[src/rtl/switch_out_arbiter.sv]
// -----------------------------------------------------------------------------
// switch_out_arbiter
//
// Round-robin arbiter and registered output stage for one egress port of
// switch_4port. Each ingress port presents the head of its queue, already
// filtered for this egress. A winner stays locked until the beat flagged
// last has been loaded, so multi-beat packets leave the port contiguously.
//
// Ports:
//   clk         single clock
//   rst_n       synchronous active-low reset
//   req_valid   [NUM_PORTS]         requester i has a beat for this egress
//   req_source  [NUM_PORTS*ID_W]    source id, slice i = [i*ID_W +: ID_W]
//   req_data    [NUM_PORTS*DATA_W]  data beat, slice i = [i*DATA_W +: DATA_W]
//   req_last    [NUM_PORTS]         beat closes its packet
//   req_ready   [NUM_PORTS]         one-hot combinational pop to requester i
//   out_valid   registered beat valid
//   out_source  registered source id
//   out_target  PORT_ID while out_valid, 0 otherwise
//   out_data    registered data beat
//   out_last    registered last flag
//   out_ready   downstream accepts when out_valid && out_ready
//   out_grant   [NUM_PORTS] one-hot owner of the packet in the register
// -----------------------------------------------------------------------------
module switch_out_arbiter #(
    parameter int NUM_PORTS = 4,
    parameter int DATA_W    = 8,
    parameter int ID_W      = 2,
    parameter int PORT_ID   = 0
) (
    input  logic                          clk,
    input  logic                          rst_n,
    input  logic [NUM_PORTS-1:0]          req_valid,
    input  logic [NUM_PORTS*ID_W-1:0]     req_source,
    input  logic [NUM_PORTS*DATA_W-1:0]   req_data,
    input  logic [NUM_PORTS-1:0]          req_last,
    output logic [NUM_PORTS-1:0]          req_ready,
    output logic                          out_valid,
    output logic [ID_W-1:0]               out_source,
    output logic [ID_W-1:0]               out_target,
    output logic [DATA_W-1:0]             out_data,
    output logic                          out_last,
    input  logic                          out_ready,
    output logic [NUM_PORTS-1:0]          out_grant
);

    localparam int PTR_W = $clog2(NUM_PORTS);

    localparam logic [0:0] ST_ARB  = 1'b0;
    localparam logic [0:0] ST_LOCK = 1'b1;

    logic [0:0]           state;
    logic [PTR_W-1:0]     rr_ptr;
    logic [PTR_W-1:0]     lock_idx;

    logic                 out_free;
    logic [NUM_PORTS-1:0] req_rot;
    logic [PTR_W:0]       cand_sum;
    logic                 arb_any;
    logic [PTR_W-1:0]     arb_idx;
    logic [PTR_W-1:0]     rr_next;
    logic                 lock_valid;
    logic [PTR_W-1:0]     sel_idx;
    logic [NUM_PORTS-1:0] sel_onehot;
    logic [DATA_W-1:0]    sel_data;
    logic [ID_W-1:0]      sel_source;
    logic                 sel_last;
    logic                 load;

    // The register can take a new beat when it is empty or being drained
    // this same cycle; this is what gives pass-through without a bubble.
    assign out_free = !out_valid || out_ready;

    // Round-robin search: rotate the request vector so rr_ptr sits at bit 0,
    // take the lowest set bit, then rotate the index back.
    always_comb begin
        // NOTE: every variable assigned in always_comb gets a default first so
        // no path leaves it unassigned, which would infer a latch.
        req_rot  = NUM_PORTS'({req_valid, req_valid} >> rr_ptr);
        arb_any  = 1'b0;
        arb_idx  = '0;
        cand_sum = '0;
        // Descending loop: the lowest rotated offset is assigned last and wins.
        for (int k = NUM_PORTS - 1; k >= 0; k--) begin
            if (req_rot[k]) begin
                arb_any  = 1'b1;
                cand_sum = {1'b0, rr_ptr} + (PTR_W+1)'(k);
                if (cand_sum >= (PTR_W+1)'(NUM_PORTS)) begin
                    cand_sum = cand_sum - (PTR_W+1)'(NUM_PORTS);
                end
                arb_idx = cand_sum[PTR_W-1:0];
            end
        end
    end

    assign rr_next    = (arb_idx == PTR_W'(NUM_PORTS - 1)) ? '0 : arb_idx + PTR_W'(1);
    assign lock_valid = req_valid[lock_idx];
    assign sel_idx    = (state == ST_ARB) ? arb_idx : lock_idx;
    assign sel_onehot = {{(NUM_PORTS-1){1'b0}}, 1'b1} << sel_idx;

    // rst_n gates the load so nothing is popped while reset is held.
    assign load = rst_n && out_free && ((state == ST_ARB) ? arb_any : lock_valid);

    assign req_ready = load ? sel_onehot : '0;

    // Beat mux for the selected requester.
    always_comb begin
        sel_data   = '0;
        sel_source = '0;
        sel_last   = 1'b0;
        for (int i = 0; i < NUM_PORTS; i++) begin
            if (sel_idx == PTR_W'(i)) begin
                sel_data   = req_data[i*DATA_W +: DATA_W];
                sel_source = req_source[i*ID_W +: ID_W];
                sel_last   = req_last[i];
            end
        end
    end

    // Output register and arbitration state.
    always_ff @(posedge clk) begin
        // NOTE: sequential state uses non-blocking assignments so every flop
        // samples the pre-edge values regardless of statement order.
        if (!rst_n) begin
            out_valid  <= 1'b0;
            out_last   <= 1'b0;
            out_data   <= '0;
            out_source <= '0;
            out_target <= '0;
            out_grant  <= '0;
            state      <= ST_ARB;
            rr_ptr     <= '0;
            lock_idx   <= '0;
        end else begin
            if (load) begin
                out_valid  <= 1'b1;
                out_data   <= sel_data;
                out_source <= sel_source;
                out_last   <= sel_last;
                out_target <= ID_W'(PORT_ID);
                out_grant  <= sel_onehot;
            end else if (out_ready) begin
                out_valid  <= 1'b0;
                out_target <= '0;
                // Inside a packet the owner survives a gap; only an idle
                // arbiter forgets it.
                if (state == ST_ARB) begin
                    out_grant <= '0;
                end
            end

            if (load) begin
                if (state == ST_ARB) begin
                    rr_ptr <= rr_next;
                    if (!sel_last) begin
                        state    <= ST_LOCK;
                        lock_idx <= arb_idx;
                    end
                end else if (sel_last) begin
                    state <= ST_ARB;
                end
            end
        end
    end

endmodule
[config.mk]
export PLATFORM = sky130hd
export DESIGN_NAME = switch_out_arbiter
export DESIGN_NICKNAME = d
export VERILOG_FILES = /design/src/rtl/switch_out_arbiter.sv
export SDC_FILE = /design/constraint.sdc
export NUM_CORES = 1
export LEC_CHECK = 0
export CAP_MARGIN = 20
export CORE_UTILIZATION = 40
export DETAILED_ROUTE_END_ITERATION = 6
export DONT_BUFFER_PORTS = 1
export PLACE_DENSITY = 0.58
export SLEW_MARGIN = 20
export SYNTH_ARGS = -nofsm -noshare
export SYNTH_HDL_FRONTEND = slang
export SYNTH_SLANG_ARGS = --single-unit
[constraint.sdc]
create_clock -name clk -period 4 [get_ports clk]
set_input_delay 0.8 -clock clk [delete_from_list [all_inputs] [get_ports clk]]
set_output_delay 0.8 -clock clk [all_outputs]
set_load 0.1 [all_outputs]
# [Yosys cells after proc, flatten, opt, wreduce, memory -nomap -nowiden]
# Cells that the tools add are included.
[totals] regBits=21 input_bits=51 elab_cells=75
[op_classes] addsub=8 n_lt_le_gt_ge=5 n_eq_ne=5 shifts=2 muxes=36 n_bitwise=2 reduce_logical=9
[ops] cell="two-way mux 8 bit" count=4
[ops] cell="two-way mux 2 bit" count=14
[ops] cell="two-way mux 4 bit" count=4
[ops] cell="two-way mux 1 bit" count=13
[ops] cell=">= comparator 3 bit, second input constant" count=3
[ops] cell=">> shifter 8 x 2 -> 4 bit" count=1
[ops] cell="subtractor 2 x 1 -> 2 bit, second input constant" count=4
[ops] cell="adder 2 x 2 -> 3 bit, second input constant" count=2
[ops] cell="equality test 2 bit, second input constant" count=3
[ops] cell="AND reduction 2 bit" count=2
[ops] cell="left shift 1 x 2 -> 4 bit, first input constant" count=1
[ops] cell="adder 2 x 1 -> 3 bit, second input constant" count=1
[ops] cell=">= comparator 2 x 3 -> 1 bit, second input constant" count=1
[ops] cell="less-than comparator 2 x 3 -> 1 bit, second input constant" count=1
[ops] cell="AND reduction 3 bit" count=1
[ops] cell="adder 2 x 1 -> 2 bit, second input constant" count=1
[ops] cell="binary-select mux 1 bit (select 2 bit)" count=1
[ops] cell="equality test 2 x 1 -> 1 bit, second input constant" count=1
[ops] cell="logical AND 1 bit" count=2
[ops] cell="logical NOT 2 bit" count=1
[ops] cell="!= test 2 x 1 -> 1 bit, second input constant" count=1
[ops] cell="inverter 1 bit" count=2
[ops] cell="nonzero test 2 bit" count=1
[ops] cell="logical NOT 1 bit" count=1
[ops] cell="logical OR 1 bit" count=1

# [Logic depth before layout (Yosys ltp)]
# Gate-level depths: netlist (run 1).
[logic_depth] word_depth=15 ltp_mapped=7

# [Worst setup path after synthesis (run 1)]
# OpenSTA, ideal clock, no wires.
[synth_path] path_type="input to output" start="input req_valid[2]" end="output req_ready[3]" arrival_time_ps=2585 required_time_ps=3200 slack_ps=615 path_stages=7 cell_sequence="nor2b_2 > or4b_4 > buf_6 > nand3_4 > buf_6 > nand3_1 > inv_1"
[synth_between] elab_chain_cells=8
[synth_rtl] element="from (decl)" line="33" rtl="input logic [NUM_PORTS-1:0] req_valid,"
[synth_rtl] element=">> shifter 8 x 2 -> 4 bit" line="79" rtl="req_rot = NUM_PORTS'({req_valid, req_valid} >> rr_ptr);"
[synth_rtl] element="two-way mux 2 bit or two-way mux 1 bit (tied branches) (4 in a row)" line="85" rtl="if (req_rot[k]) begin"
[synth_rtl] element="two-way mux 2 bit or two-way mux 1 bit (tied branches)" line="98, 102"
[synth_rtl] element="left shift 1 x 2 -> 4 bit or logical AND 1 bit (tied branches)" line="99, 102"
[synth_rtl] element="two-way mux 4 bit (*)" line="104" rtl="assign req_ready = load ? sel_onehot : '0;"
[synth_rtl] element="to (decl)" line="37" rtl="output logic [NUM_PORTS-1:0] req_ready,"
# Every way passes the cells marked *; elsewhere a longest branch is shown, timed or not. The select of a mux whose other input is x is not followed.

# [Final worst setup path (run 1)]
[layout_path] start="input req_valid[2]" end="output req_ready[0]"
# The elaborated chain is that of the path after synthesis.

==> flow_metrics.env, run 1 <==
export IMPL_hp_start="lock_idx[0]"
export IMPL_place_area_um2=1660
export IMPL_antenna_cells=0
export IMPL_fmax_mhz=300
export IMPL_hpwl_mm=3.27
export IMPL_cts_setup_buffers=0
export IMPL_cp_start_kind="input pin"
export IMPL_hold_viol=0
export IMPL_globalRoute_busiestLayer="met2"
export IMPL_async_reset_ff_share_pct=0
export IMPL_fp_dieArea_um2=4310
export IMPL_cts_tree="done"
export IMPL_drive_above_1_share_pct=14.9
export IMPL_drv_slew=0
export IMPL_clock_latency_ns=0.26
export IMPL_yosys_warnings=0
export IMPL_path_max_fanout=17
export IMPL_grt_ovfl_total=0
export IMPL_avgRoutedWirePerCell_um=17.4
export IMPL_vias=1414
export IMPL_die_w_um=65.6
export IMPL_final_design_area_no_fill_um2=1710
export IMPL_nNetsFinal=240
export IMPL_core_area_um2=3770
export IMPL_place_gp_congestion=0.856
export IMPL_hold_depth=2
export IMPL_rows=22
export IMPL_ctsResizeCount=0
export IMPL_clkSinkCount=21
export IMPL_ys_top_cells_by_count="inv_1 (27), dfxtp_1 (21), o211ai_1 (18)"
export IMPL_slew_headroom_pct=33.1
export IMPL_synthFlopType="dfxtp_1"
export IMPL_synthToLayoutAreaGrowth_pct=5.49
export IMPL_fin_skew_ns=0.00668
export IMPL_tns_ns=0
export IMPL_ys_seq_area_share_pct=26.0
export IMPL_ant_nets=0
export IMPL_min_period_over_period_pct=83.3
export IMPL_start_util_pct=42.9
export IMPL_worst_setup_path_end_kind="output port"
export IMPL_drtIter0Drc=31
export IMPL_yosys_area_top_type="dfxtp_1"
export IMPL_track_usage_pct=20.2
export IMPL_cp_required_ns=3.20
export IMPL_met3_usage_pct=5.03
export IMPL_synth_most_common_cell="inv_1"
export IMPL_synthTopCellsByArea="dfxtp_1 (26%), o211ai_1 (8.3%), mux2i_1 (7.4%), inv_1 (6.3%), and4_1 (5.4%)"
export IMPL_critPathArrivalTime_ns=2.53
export IMPL_grt_max_degree=24
export IMPL_synth_edff_count=0
export IMPL_grtUsageMet2_pct=29.5
export IMPL_cts_buffer_depth=2
export IMPL_use_met1_pct=27.8
export IMPL_drc_errors=0
export IMPL_criticalPathCategory="in2out"
export IMPL_reg2regPathDepth=5
export IMPL_io_pins=73
export IMPL_setup_ws_ns=0.668
export IMPL_htreeDepth=1
export IMPL_crit_reg2reg_launch="lock_idx[1]"
export IMPL_vias_per_cell=5.99
export IMPL_die_h_um=65.6
export IMPL_synthCells=189
export IMPL_timing_rr_end="out_data[6]"
export IMPL_n_fill_cell=385
export IMPL_cts_root_buf="clkbuf_8"
export IMPL_synth_top_cell_area_share_pct=26.0
export IMPL_rsz0062_at_grt="false"
export IMPL_port_buffers=0
export IMPL_synth_seq_cells=21
export IMPL_min_path_type="reg2reg"
export IMPL_syn_area_per_cell_um2=8.57
export IMPL_leakagePower_nw=0.665
export IMPL_antenna_found_initial=0
export IMPL_ir_drop_mv=0.164
export IMPL_powerDensity_nw_per_um2=514
export IMPL_ys_types=50
export IMPL_pre_cts_ws_ns=0.644
export IMPL_syn_cell_area_um2=1620
export IMPL_cap_violations=0
export IMPL_cts_made_buffers=3
export IMPL_hold_ws_ns=0.519
export IMPL_grt_pass1_wl_mm=6.62
export IMPL_outcome="finished, final reports clean"
export IMPL_r2r_slack_ns=1.54
export IMPL_clk_pin_slew_ns=0.08
export IMPL_cts_hold_buf=0
export IMPL_grt_pass1_vias=1384
export IMPL_setup_violations=0
export IMPL_worst_slew_pin_transition_ns=1.00
export IMPL_power_w=0.000878
export IMPL_dr_pass1_iters=4
export IMPL_min_to="lock_idx[0]"
export IMPL_min_period_ns=3.33
export IMPL_drt_total_wl_mm=4.11
==> registers in the layout, summed over array words and instances (netlist names) <==
register / flops
lock_idx: 2
out_data: 8
out_grant: 4
out_last: 1
out_source: 2
out_valid: 1
rr_ptr: 2
state: 1
==> kinds of logic after synthesis <==
kind of cell / share of synthesized area [%]
flops: 26.0
compound gates: 28.6
other cells: 0.232
mux: 10.2
buf+inv: 12.3
simple gates: 22.2
xor+xnor: 0.541
==> worst max-delay path: stages <==
cell and delay [ns]:
mux4_2 0.25, mux2i_4 0.12, nor2_1 0.77, nand3_1 0.21, inv_1 0.10, buf_4 0.28
==> worst max-delay path by stage <==
stage                      start           end  depth (start not counted)
floorplan           req_valid[2]  req_ready[3]                          7
global placement    req_valid[1]  req_ready[1]                          6
detailed placement  req_valid[2]  req_ready[0]                          6
CTS                 req_valid[2]  req_ready[0]                          6
global route        req_valid[2]  req_ready[0]                          6
finish              req_valid[2]  req_ready[0]                          6
==> layout by cell type, fill, tap and decap left out, types with 3 or more instances in the layout <==
cell | synthesis | routed
nor2_1 | 5 | 5
dfxtp_1 | 21 | 21
a31oi_1 | 10 | 10
buf_4 | 2 | 5
nand3_1 | 4 | 4
nor2b_1 | 4 | 4
nand2_1 | 10 | 10
a21oi_1 | 5 | 5
o211ai_1 | 18 | 18
o221ai_1 | 10 | 10
inv_1 | 27 | 27
and4_1 | 10 | 10
clkbuf_8 | 1 | 3
mux2i_1 | 12 | 12
==> metrics by stage <==
step | utilization (%) | cells
floorplan | - | 190
global placement | 44.1 | 232
detailed placement | 44.1 | 232
CTS | 45.3 | 236
global route | 45.3 | 236
finish | 45.3 | 236
==> layer usage <==
metal	vias up	share of wire (%)
met5	-	0
met4	0	2.0
li1	711	-
met3	7	7.1
met2	48	44
met1	648	46
==> cell type report <==
type	instances	area, µm²	area share (%)
Sequential cell	21	420	24.6
Multi-Input combinational cell	129	1000	58.8
Tap cell	48	60.1	3.52
Timing Repair Buffer	7	77.6	4.54
Inverter	27	101	5.93
Clock buffer	4	45.0	2.64
==> where the power goes <==
group | internal [W] | switching [W] | total (W)
registers | 0.000242 | 0.000217 | 0.000459
logic | 0.000105 | 0.000172 | 0.000277
clock network | 0.0000711 | 0.0000704 | 0.000141
Note: power is estimated with default switching activity, not from simulation.
==> run 2: changes to the inputs <==
--- a/config.mk
+++ b/config.mk
@@ -9,7 +9,7 @@
 export CORE_UTILIZATION = 40
 export DETAILED_ROUTE_END_ITERATION = 6
 export DONT_BUFFER_PORTS = 1
-export PLACE_DENSITY = 0.58
+export PLACE_DENSITY = 0.6
 export SLEW_MARGIN = 20
 export SYNTH_ARGS = -nofsm -noshare
 export SYNTH_HDL_FRONTEND = slang
==> constraint.sdc (replaced) <==
create_clock -name clk -period 2.95 [get_ports clk]
set_input_delay 0.59 -clock clk [delete_from_list [all_inputs] [get_ports clk]]
set_output_delay 0.59 -clock clk [all_outputs]
set_load 0.1 [all_outputs]
==> run 2 against run 1 <==
Net effect:
- clock-buffer cell count shrank 1
- non-clock buffer count grew 4
- sequential share of layout area shrank 0.89 points
- routed wire length up 2.8%
- power up 38%
- global-route usage shrank 0.39 points
- hold slack worse by 0.066 ns
- largest cell class unchanged
==> flow_metrics.env, run 2 (synthesized netlist as in run 1, its figures left out) <==
export IMPL_outcome="finished, final reports clean"
export IMPL_met3_usage_pct=3.82
export IMPL_reg2regPathDepth=6
export IMPL_r2r_slack_ns=0.81
export IMPL_rsz0062_at_grt="false"
export IMPL_leakagePower_nw=0.674
export IMPL_cp_required_ns=2.36
export IMPL_hold_viol=0
export IMPL_dp_cells=236
export IMPL_path_max_fanout=7
export IMPL_drt_total_wl_mm=4.23
export IMPL_die_h_um=65.6
export IMPL_hp_start="rst_n"
export IMPL_grt_max_degree=24
export IMPL_drtIter0Drc=66
export IMPL_min_period_ns=2.73
export IMPL_vias_per_cell=6.12
export IMPL_rows=22
export IMPL_ant_nets=0
export IMPL_min_path_type="in2reg"
export IMPL_hold_depth=1
export IMPL_synthToLayoutAreaGrowth_pct=9.43
export IMPL_fp_dieArea_um2=4310
export IMPL_io_pins=73
export IMPL_cts_tree="done"
export IMPL_dr_pass1_iters=4
export IMPL_vias=1468
export IMPL_timing_rr_end="out_data[2]"
export IMPL_min_period_over_period_pct=92.5
export IMPL_critPathArrivalTime_ns=2.14
export IMPL_drv_slew=0
export IMPL_layout_commonest_cell="inv_1"
export IMPL_regMostFlops="out_data"
export IMPL_ctsResizeCount=0
export IMPL_min_to="rr_ptr[0]"
export IMPL_drive_above_1_share_pct=18.2
export IMPL_antenna_found_initial=0
export IMPL_cts_root_buf="clkbuf_8"
export IMPL_track_usage_pct=19.8
export IMPL_slew_headroom_pct=34.6
export IMPL_largest_reg_flops=8
export IMPL_start_util_pct=42.9
export IMPL_clock_latency_ns=0.26
export IMPL_core_area_um2=3770
export IMPL_drc_errors=0
export IMPL_worst_slew_pin_transition_ns=0.980
export IMPL_cp_start_kind="register"
export IMPL_grt_pass1_wl_mm=6.67
export IMPL_powerDensity_nw_per_um2=685
export IMPL_hold_ws_ns=0.453
export IMPL_worst_setup_path_end_kind="output port"
export IMPL_cts_made_buffers=3
export IMPL_clk_pin_slew_ns=0.08
export IMPL_cts_hold_buf=0
export IMPL_post_route_util_pct=47.0
export IMPL_cap_violations=0
export IMPL_place_gp_congestion=0.844
export IMPL_port_buffers=0
export IMPL_antenna_cells=0
export IMPL_final_cell_mix="inv_1 (25), dfxtp_1 (21), o211ai_1 (18)"
export IMPL_nNetsFinal=244
export IMPL_criticalPathCategory="reg2out"
export IMPL_crit_reg2reg_launch="state"
export IMPL_grt_pass1_vias=1433
export IMPL_tns_ns=0
export IMPL_htreeDepth=1
export IMPL_n_fill_cell=370
export IMPL_cts_setup_buffers=0
export IMPL_ir_drop_mv=0.307
export IMPL_fin_skew_ns=0.00250
export IMPL_globalRoute_busiestLayer="met2"
export IMPL_setup_violations=0
export IMPL_cts_buffer_depth=2
export IMPL_fin_cells=240
export IMPL_fmax_mhz=367
export IMPL_grt_ovfl_total=0
export IMPL_use_met1_pct=24.6
export IMPL_power_w=0.00121
export IMPL_grtUsageMet2_pct=33.4
export IMPL_avgRoutedWirePerCell_um=17.6
export IMPL_die_w_um=65.6
export IMPL_hpwl_mm=3.35
export IMPL_clkSinkCount=21
export IMPL_reg_largest_list="out_data (8), out_grant (4)"
## run 2: cell count changes in the layout (fill, tap and decap cells not counted), sizes merged
cell      delta
clkbuf       -1
inv          -2
clkinv       +1
clkinvlp     +2
buf          +4
## run 2: worst max-delay path by stage
stage	startpoint	endpoint	slack, ns	cells past startpoint
5_1_grt	rr_ptr[1]	req_ready[1]	0.05	6
2_1_floorplan	req_valid[1]	req_ready[3]	0.16	5
3_5_place_dp	req_valid[2]	req_ready[3]	0.31	6
6_report	rr_ptr[1]	req_ready[1]	0.22	6
3_3_place_gp	req_valid[2]	req_ready[3]	0.35	6
4_1_cts	rr_ptr[1]	req_ready[1]	0.22	6
## run 2: power by group
group	switching, W	leakage [nW]	internal [W]
registers	0.000292	0.173	0.000328
logic	0.000240	0.475	0.000158
clock network	0.000102	0.0255	0.0000942
## run 2: routing by layer
metal	vias up	wire, µm
li1	720	-
met1	683	1820
met2	60	2110
met3	5	251
met4	0	53
met5	-	0
## run 2: area by class of cell
class                           count  area [µm²]  share of cell area, %
Inverter                           27         109                   6.14
Timing Repair Buffer               11         133                   7.49
Clock inverter                      1        5.00                  0.282
Sequential cell                    21         420                   23.7
Tap cell                           48        60.1                   3.39
Clock buffer                        3        41.3                   2.33
Multi-Input combinational cell    129        1000                   56.6
## run 2: critical path: stages (launching register included)
cell        delay, ns
dfxtp_1          0.49
nand2_1          0.14
a2111oi_2        0.54
or3_1            0.25
nand3_1          0.16
clkinvlp_4       0.12
buf_12           0.17
## run 2: per-stage QoR
| step | cell area (µm²) | setup WS, ns |
|---|---|---|
| 3_5_place_dp | 1730 | 0.311 |
| 6_report | 1770 | 0.222 |
| 2_1_floorplan | 1630 | 0.158 |
| 5_1_grt | 1770 | 0.0523 |
| 4_1_cts | 1770 | 0.219 |
| 3_3_place_gp | 1730 | 0.352 |
==> run 3: changes to the inputs <==
--- a/config.mk
+++ b/config.mk
@@ -10,6 +10,7 @@
 export DETAILED_ROUTE_END_ITERATION = 6
 export DONT_BUFFER_PORTS = 1
 export PLACE_DENSITY = 0.6
+export RECOVER_POWER = 100
 export SLEW_MARGIN = 20
 export SYNTH_ARGS = -nofsm -noshare
 export SYNTH_HDL_FRONTEND = slang
==> run 3 against run 2 <==
Net effect:
- clock-buffer cell count stayed put
- routed wire length hardly changed
- clock skew fell by 0.00064 ns
- worst setup slack worse by 0.0077 ns
- first-iteration DRC count is 12% higher
- combinational power is 5% lower
- largest power group unchanged
==> flow_metrics.env, run 3 (synthesized netlist as in run 1, its figures left out) <==
export IMPL_worst_setup_path_end_kind="output port"
export IMPL_ir_drop_mv=0.307
export IMPL_dr_pass1_iters=4
export IMPL_grt_ovfl_total=0
export IMPL_avgRoutedWirePerCell_um=17.6
export IMPL_cpLargestDelayFamily="simple AND/OR/NAND/NOR gates"
export IMPL_place_gp_congestion=0.844
export IMPL_grt_pass1_vias=1433
export IMPL_cts_hold_buf=0
export IMPL_ctsResizeCount=0
export IMPL_port_buffers=0
export IMPL_fin_skew_ns=0.00186
export IMPL_cts_tree="done"
export IMPL_path_max_fanout=7
export IMPL_die_w_um=65.6
export IMPL_post_route_util_pct=45.6
export IMPL_hpwl_mm=3.35
export IMPL_rsz0062_at_grt="false"
export IMPL_cts_buffer_depth=2
export IMPL_cts_made_buffers=3
export IMPL_track_usage_pct=19.8
export IMPL_powerDensity_nw_per_um2=694
export IMPL_io_pins=73
export IMPL_drv_slew=0
export IMPL_critPathArrivalTime_ns=2.15
export IMPL_drt_total_wl_mm=4.23
export IMPL_reg_largest_list="out_data (8), out_grant (4)"
export IMPL_fmax_mhz=366
export IMPL_grt_pass1_wl_mm=6.67
export IMPL_hold_viol=0
export IMPL_min_period_ns=2.74
export IMPL_largest_reg_flops=8
export IMPL_critPathMaxStageDelay_ns=0.54
export IMPL_drc_errors=0
export IMPL_cp_start_kind="register"
export IMPL_clk_pin_slew_ns=0.08
export IMPL_clock_latency_ns=0.26
export IMPL_drtIter0Drc=74
export IMPL_antenna_cells=0
export IMPL_grt_max_degree=24
export IMPL_synthToLayoutAreaGrowth_pct=6.11
export IMPL_vias_per_cell=6.15
export IMPL_setup_violations=0
export IMPL_core_area_um2=3770
export IMPL_cap_violations=0
export IMPL_min_path_type="in2reg"
export IMPL_tns_ns=0
export IMPL_rows=22
export IMPL_cts_setup_buffers=0
export IMPL_regMostFlops="out_data"
export IMPL_criticalPathCategory="reg2out"
export IMPL_htreeDepth=1
export IMPL_outcome="finished, final reports clean"
export IMPL_final_design_area_no_fill_um2=1720
export IMPL_worst_slew_pin_transition_ns=1.18
export IMPL_final_cell_mix="inv_1 (25), dfxtp_1 (21), o211ai_1 (18)"
export IMPL_layout_commonest_cell="inv_1"
export IMPL_ant_nets=0
export IMPL_fp_dieArea_um2=4310
export IMPL_critPathSlowestCell="a2111oi_2"
export IMPL_crit_chain="nand2_1 -> a2111oi_2 -> or3_1 -> nand3_1 -> clkinvlp_4 -> buf_12"
export IMPL_start_util_pct=42.9
export IMPL_cp_buffers_inverters=2
export IMPL_vias=1476
export IMPL_power_w=0.00119
export IMPL_slew_headroom_pct=21.0
export IMPL_drive_above_1_share_pct=16.1
export IMPL_place_area_um2=1730
export IMPL_cp_required_ns=2.36
export IMPL_cts_root_buf="clkbuf_8"
export IMPL_min_period_over_period_pct=92.7
export IMPL_nNetsFinal=244
export IMPL_leakagePower_nw=0.653
export IMPL_antenna_found_initial=0
export IMPL_die_h_um=65.6
export IMPL_clkSinkCount=21
run 3: worst paths after layout:
path	start	to	slack (ns)	cells after the start
max	rr_ptr[1]	req_ready[1]	0.21	6
min	rst_n	rr_ptr[0]	0.45	1
max reg2reg	out_valid	out_data[2]	0.52	4
min reg2reg	lock_idx[0]	lock_idx[0]	0.52	2
run 3: area by class of cell:
cell class | count | area (µm²)
clock inverters | 1 | 5.00
clock buffers | 3 | 41.3
flip-flops and latches | 21 | 420
fillers | 383 | 2050
multi-input cells | 129 | 991
well taps | 48 | 60.1
repair buffers | 11 | 91.3
inverters | 27 | 109
run 3: metrics by stage:
stage	cells	hold WS [ns]	setup slack [ns]
final	240	0.453	0.214
after global routing	240	0.452	0.0528
after CTS	240	0.454	0.219
after detailed placement	236	0.505	0.311
after global placement	236	0.495	0.352
after floorplan	190	0.464	0.158
run 3: routing by layer:
| metal | vias to the layer above | GRT usage [%] | share of wire [%] |
|---|---|---|---|
| met5 | - | 0 | 0 |
| met4 | 0 | 7.61 | 1.3 |
| met2 | 51 | 33.4 | 51 |
| met3 | 5 | 3.82 | 5.8 |
| li1 | 722 | - | - |
| met1 | 698 | 24.6 | 42 |
run 3: power breakdown:
group | internal [W] | switching (W)
sequential | 0.000328 | 0.000291
clock | 0.0000941 | 0.000101
combinational | 0.000142 | 0.000237
